**src/rtl/uart_pkg.sv**
```systemverilog
// Shared UART definitions: receive FSM states, FIFO depth and status bit positions.
package uart_pkg;

  localparam int UART_FIFO_DEPTH  = 4;
  localparam int UART_ST_RX_READY = 0;
  localparam int UART_ST_TX_DONE  = 1;

  typedef enum logic [1:0] {
    IDLE  = 2'd0,
    START = 2'd1,
    DATA  = 2'd2,
    STOP  = 2'd3
  } uart_state_e;

endpackage

```
**src/rtl/uart_rx_fifo.sv**
```systemverilog
// Four-entry circular byte FIFO for the UART receiver; pop on empty is ignored,
// push on full is dropped unless a pop frees a slot on the same edge.
module uart_rx_fifo
  import uart_pkg::*;
(
  input  logic       clk,
  input  logic       n_reset,
  input  logic       push,
  input  logic       pop,
  input  logic [7:0] din,
  output logic [7:0] head,
  output logic [2:0] count,
  output logic       full,
  output logic       empty
);

  logic [7:0] mem [UART_FIFO_DEPTH];
  logic [1:0] wr_ptr;
  logic [1:0] rd_ptr;
  logic       do_pop;
  logic       do_push;

  assign empty   = (count == 3'd0);
  assign full    = (count == 3'(UART_FIFO_DEPTH));
  assign do_pop  = pop && !empty;
  assign do_push = push && (!full || do_pop);
  assign head    = mem[rd_ptr];

  always_ff @(posedge clk or negedge n_reset) begin
    if (!n_reset) begin
      wr_ptr <= 2'd0;
      rd_ptr <= 2'd0;
      count  <= 3'd0;
    end else begin
      if (do_push) wr_ptr <= wr_ptr + 2'd1;
      if (do_pop)  rd_ptr <= rd_ptr + 2'd1;
      case ({do_push, do_pop})
        2'b10:   count <= count + 3'd1;
        2'b01:   count <= count - 3'd1;
        default: count <= count;
      endcase
    end
  end

  // Storage needs no reset: entries are only observable between push and pop.
  always_ff @(posedge clk) begin
    if (do_push) mem[wr_ptr] <= din;
  end

endmodule

```
**src/rtl/uart_rx.sv**
```systemverilog
// 8N1 UART receiver with receive buffer and sticky error flags.
// Define UART_RX_FIFO_EN for a 4-entry FIFO; otherwise a single holding register.
module uart_rx
  import uart_pkg::*;
#(
  parameter int F_CLK = 12_000_000,
  parameter int BAUD  = 115200
) (
  input  logic       clk,
  input  logic       n_reset,
  input  logic       rx,
  input  logic       rd,
  input  logic       clr_err,
  output logic [7:0] data,
  output logic       ready,
  output logic       cts,
  output logic       frame_err,
  output logic       overrun
);

  localparam int DIV = F_CLK / BAUD;
  localparam int CW  = (DIV < 4) ? 2 : $clog2(DIV);
  localparam logic [CW-1:0] HALF = CW'(DIV / 2 - 1);
  localparam logic [CW-1:0] FULL = CW'(DIV - 1);

  if (DIV < 4) begin : g_div_check
    $error("uart_rx: F_CLK/BAUD must be at least 4");
  end

  logic [1:0]    sync;
  logic          rx_s;
  logic          rx_prev;
  uart_state_e   state;
  logic [CW-1:0] cnt;
  logic [2:0]    bit_idx;
  logic [7:0]    shreg;
  logic          push;
  logic          ferr;
  logic          drop;

  assign rx_s = sync[1];

  always_ff @(posedge clk or negedge n_reset) begin
    if (!n_reset) begin
      sync    <= 2'b11;
      rx_prev <= 1'b1;
    end else begin
      sync    <= {sync[0], rx};
      rx_prev <= rx_s;
    end
  end

  // push/ferr are one-cycle pulses registered at the stop-bit sample, so the
  // buffer and flags update one clock after that sample.
  always_ff @(posedge clk or negedge n_reset) begin
    if (!n_reset) begin
      state   <= IDLE;
      cnt     <= '0;
      bit_idx <= 3'd0;
      shreg   <= 8'h00;
      push    <= 1'b0;
      ferr    <= 1'b0;
    end else begin
      push <= 1'b0;
      ferr <= 1'b0;
      case (state)
        IDLE: begin
          if (rx_prev && !rx_s) begin
            state <= START;
            cnt   <= HALF;
          end
        end
        START: begin
          if (cnt == '0) begin
            if (!rx_s) begin
              state   <= DATA;
              cnt     <= FULL;
              bit_idx <= 3'd0;
            end else begin
              state <= IDLE;
            end
          end else begin
            cnt <= cnt - 1'b1;
          end
        end
        DATA: begin
          if (cnt == '0) begin
            shreg <= {rx_s, shreg[7:1]};
            cnt   <= FULL;
            if (bit_idx == 3'd7) state <= STOP;
            else                 bit_idx <= bit_idx + 3'd1;
          end else begin
            cnt <= cnt - 1'b1;
          end
        end
        STOP: begin
          if (cnt == '0) begin
            if (rx_s) push <= 1'b1;
            else      ferr <= 1'b1;
            state <= IDLE;
          end else begin
            cnt <= cnt - 1'b1;
          end
        end
        default: state <= IDLE;
      endcase
    end
  end

`ifdef UART_RX_FIFO_EN
  logic [7:0] head;
  logic [2:0] count;
  logic       full;
  logic       empty;

  uart_rx_fifo u_fifo (
    .clk     (clk),
    .n_reset (n_reset),
    .push    (push),
    .pop     (rd),
    .din     (shreg),
    .head    (head),
    .count   (count),
    .full    (full),
    .empty   (empty)
  );

  assign ready = !empty;
  assign cts   = (count == 3'(UART_FIFO_DEPTH));
  assign data  = ready ? head : 8'h00;
  assign drop  = push && full && !rd;
`else
  logic [7:0] hold;
  logic       valid;

  always_ff @(posedge clk or negedge n_reset) begin
    if (!n_reset) begin
      hold  <= 8'h00;
      valid <= 1'b0;
    end else if (push && (!valid || rd)) begin
      hold  <= shreg;
      valid <= 1'b1;
    end else if (rd && valid) begin
      valid <= 1'b0;
    end
  end

  assign ready = valid;
  assign cts   = valid;
  assign data  = valid ? hold : 8'h00;
  assign drop  = push && valid && !rd;
`endif

  // A set in the same cycle as clr_err wins.
  always_ff @(posedge clk or negedge n_reset) begin
    if (!n_reset) begin
      frame_err <= 1'b0;
      overrun   <= 1'b0;
    end else begin
      frame_err <= ferr | (frame_err & ~clr_err);
      overrun   <= drop | (overrun & ~clr_err);
    end
  end

endmodule

```
**config.mk**
```make
export PLATFORM = sky130hd
export DESIGN_NAME = uart_rx
export DESIGN_NICKNAME = d
export VERILOG_FILES = /design/src/rtl/uart_pkg.sv /design/src/rtl/uart_rx_fifo.sv /design/src/rtl/uart_rx.sv
export SDC_FILE = /design/constraint.sdc
export NUM_CORES = 1
export LEC_CHECK = 0
export BUFFER_PORTS_ARGS = -buffer_cell sky130_fd_sc_hd__buf_2
export CAP_MARGIN = 10
export CORE_ASPECT_RATIO = 0.75
export CORE_MARGIN = 1.5
export CORE_UTILIZATION = 63
export CTS_CLUSTER_DIAMETER = 120
export DETAILED_ROUTE_END_ITERATION = 16
export GPL_ROUTABILITY_DRIVEN = 0
export GPL_TIMING_DRIVEN = 1
export PLACE_DENSITY = 0.91
export REMOVE_ABC_BUFFERS = 1
export SKIP_CTS_REPAIR_TIMING = 1
export SLEW_MARGIN = 20
export SYNTH_ARGS = -nofsm -noshare
export SYNTH_HDL_FRONTEND = slang
export SYNTH_SLANG_ARGS = --single-unit
```
**constraint.sdc**
```tcl
create_clock -name clk -period 4.85 [get_ports clk]
set_clock_uncertainty 0.2 [all_clocks]
set_input_delay 0.7275 -clock clk [delete_from_list [all_inputs] [get_ports clk]]
set_output_delay 0.7275 -clock clk [all_outputs]
set_load 0.02 [all_outputs]
```
==> results_dict.tcl <==
set metrics [dict create \
    avgSynthCellArea_um2 11.4 \
    instances_no_fill 220 \
    rsz0062_at_grt "false" \
    required_ns 4.83 \
    start_kind "register" \
    root_buffer "clkbuf_8" \
    arrival_ns 2.54 \
    clock_sinks 36 \
    core.rowCount 17 \
    fin_crit_ns 2.56 \
    setup_slack_ns 2.29 \
    clockBufferDepth 2 \
    power_switching_mw 0.407 \
    final.fill_count 186 \
    clock.fmax_ghz 0.390 \
    htree_levels 2 \
    dr.pass1.iters 6 \
    syn_area_um2 1910 \
    path_clk_slew_ns 0.07 \
    syn_inst 167 \
    dpl.hpwl_um 2670 \
    critical_path_class "reg2reg" \
    cpPeakStageDelay_ns 0.56 \
    design.portCount 17 \
    slowest_stage "nor2b_1" \
    hold-worst-slack_ns 0.157 \
    final-max-slew-violation-count 0 \
    cts_tree "built" \
    worst_setup_path_end_kind "register" \
    crit_fanout 10 \
    ff_latch_area_um2 905 \
    wl_um 3790 \
    grt_first_pass_wirelength_um 6420 \
    final-hold-violation-count 0 \
    drc_errors 0 \
    cts_made_buffers 5 \
    relSlewSlack 0.489 \
    vias 1365 \
    clockPowerShare 0.218 \
    preCtsSetupSlack_ns 2.36 \
    dieHeight_um 50.6 \
    yosysSeqAreaShare 0.474 \
    pwr_density_cell_nw_per_um2 498 \
    pwr-share-seq 0.389 \
    synthDistinctLibCells 49 \
    leakage_nw 1.05 \
    grt_max_degree 37 \
    synth_top_cells_by_count "dfrtp_1, mux2_2, nand2_1" \
    ys_ff_latch 36 \
    antenna_found_initial 0 \
    multi_input_area_um2 893 \
    grt_usage 0.264 \
    start_util 0.654 \
    synth_top_family_by_area "compound AO/OA/AOI/OAI gates" \
    synth_ff_type "dfrtp_1" \
    num-nets-final 195 \
    synth_compound_gate_area_share 0.160 \
    synthAdderAreaFrac 0.0591 \
    cap_viol_max_count 0 \
    peakVddDrop_uv 438 \
    ant_nets 0 \
    dpl-instance-area_um2 1970 \
    p_int_mw 0.619 \
    synth-async-reset-ratio 1.00 \
    fp.dieW_um 66.5 \
    antenna_cells 0 \
    port_buffers 16 \
    synth.most_common_cell "dfrtp_1" \
    wl_per_cell_um 17.2 \
    syn2layout_area_growth_pct 8.07 \
    dr.first_iter.drc_count 110 \
    clk_latency_ns 0.29 \
    grt_pass1_vias 1387 \
    tns_ns 0 \
    final_cell_area_um2 2060 \
    synth_mux_area_frac 0.113 \
    synth_top_area_cell "dfrtp_1" \
    overflow 0 \
    placed_cells 212 \
    tightest_slew_ns 0.766 \
    path_cells "inv_1 -> ha_1 -> nor2b_1 -> a32o_1 -> o21ai_1 -> a221o_1" \
    yosys.area_share.simple 0.136 \
    setup_violations 0 \
    viasPerCell 6.20 \
    synth_xor_area_frac 0 \
    final_layout_size_suffix_gt1_frac 0.291 \
    switching_share 0.397 \
    dieArea_um2 3370 \
    synth_area_leaders "dfrtp_1, mux2_2, ha_1" \
    core-area_um2 2910 \
    synth_edf_count 0 \
    hold_class "reg2reg" \
    power_frac_comb 0.393 \
    status "complete, no violations" \
    synth_warnings 0 \
    finalCritPeriodShare 0.528 \
    yosysTopAreaCellShare 0.433 \
]
[through the flow]
| step | utilization | total power [mW] |
|---|---|---|
| CTS | 0.707 | 1.02 |
| floorplan | - | 0.697 |
| finish | 0.707 | 1.03 |
| global route | 0.707 | 1.08 |
| detailed placement | 0.675 | 0.790 |
| global placement | 0.675 | 0.762 |
[power groups by stage]
stage,Combinational (mW),Clock (mW),Sequential (mW)
final,0.403,0.223,0.399
after global routing,0.442,0.236,0.406
after CTS,0.395,0.225,0.398
after detailed placement,0.388,0,0.403
after global placement,0.364,0,0.398
after floorplan,0.307,0,0.390
[placed cells by master, fill, tap and decap left out, types with 2 or more instances in the layout]
cell type | synthesis | final
dfrtp_1 | 33 | 33
mux2_2 | 16 | 16
buf_2 | 0 | 16
nand2_1 | 12 | 12
inv_1 | 11 | 11
ha_1 | 9 | 9
and2_1 | 8 | 8
a21oi_1 | 6 | 6
clkbuf_8 | 0 | 6
nor2_1 | 5 | 5
o211ai_1 | 4 | 4
nand2b_1 | 3 | 3
nor2b_1 | 3 | 3
o21ai_0 | 3 | 3
a31o_2 | 3 | 3
o31ai_1 | 3 | 3
dfstp_2 | 3 | 3
a21o_1 | 2 | 2
nor3_1 | 2 | 2
nand2_4 | 2 | 2
mux2i_1 | 2 | 2
a41oi_1 | 2 | 2
[sequential cells by signal (all words and copies together), names as in the netlist, named ones only]
register,cells
bit_idx,3
cnt,7
cts,1
ferr,1
frame_err,1
hold,8
overrun,1
push,1
rx_prev,1
shreg,8
state,1
sync,2
[per-layer routing]
metal,track usage,share of wire
met2,0.437,0.52
met4,0.143,0.022
met1,0.320,0.40
met5,0,0
met3,0.0628,0.055
[worst paths after layout]
kind	start	slack [ns]	end	cells after the start
worst max-delay path	cnt[0]	2.29	cnt[5]	6
worst min-delay path	sync[0]	0.16	sync[1]	0
worst max register to register	cnt[0]	2.29	cnt[5]	6
worst min register to register	sync[0]	0.16	sync[1]	0
max in group asynchronous	n_reset	3.66	state[0]	1
min in group asynchronous	n_reset	0.31	shreg[3]	1
[area by class of cell]
type                    count  share of cell area
well taps                  38              0.0231
multi-input cells         111               0.434
flip-flops and latches     36               0.439
clock buffers               7              0.0419
repair buffers             16              0.0389
inverters                  11              0.0200
clock inverters             1             0.00364
[critical path, delay by kind of cell, from the launching register on]
| family | cells | cell delay [ns] |
|---|---|---|
| DFF | 1 | 0.46 |
| and+or+nand+nor | 1 | 0.56 |
| AOI/OAI and AO/OA | 3 | 0.98 |
| buffers and inverters | 1 | 0.11 |
| adders and majority gates | 1 | 0.14 |
[logic make-up (layout without fill, tap and decap cells)]
family,after synthesis,count (layout)
multiplexers,19,19
AO/OA/AOI/OAI,39,39
flip-flops,36,36
adder cells (fa/ha/maj),9,9
AND/OR/NAND/NOR,44,44
buffers and inverters,20,35
Power figures use the tool's default switching activity.
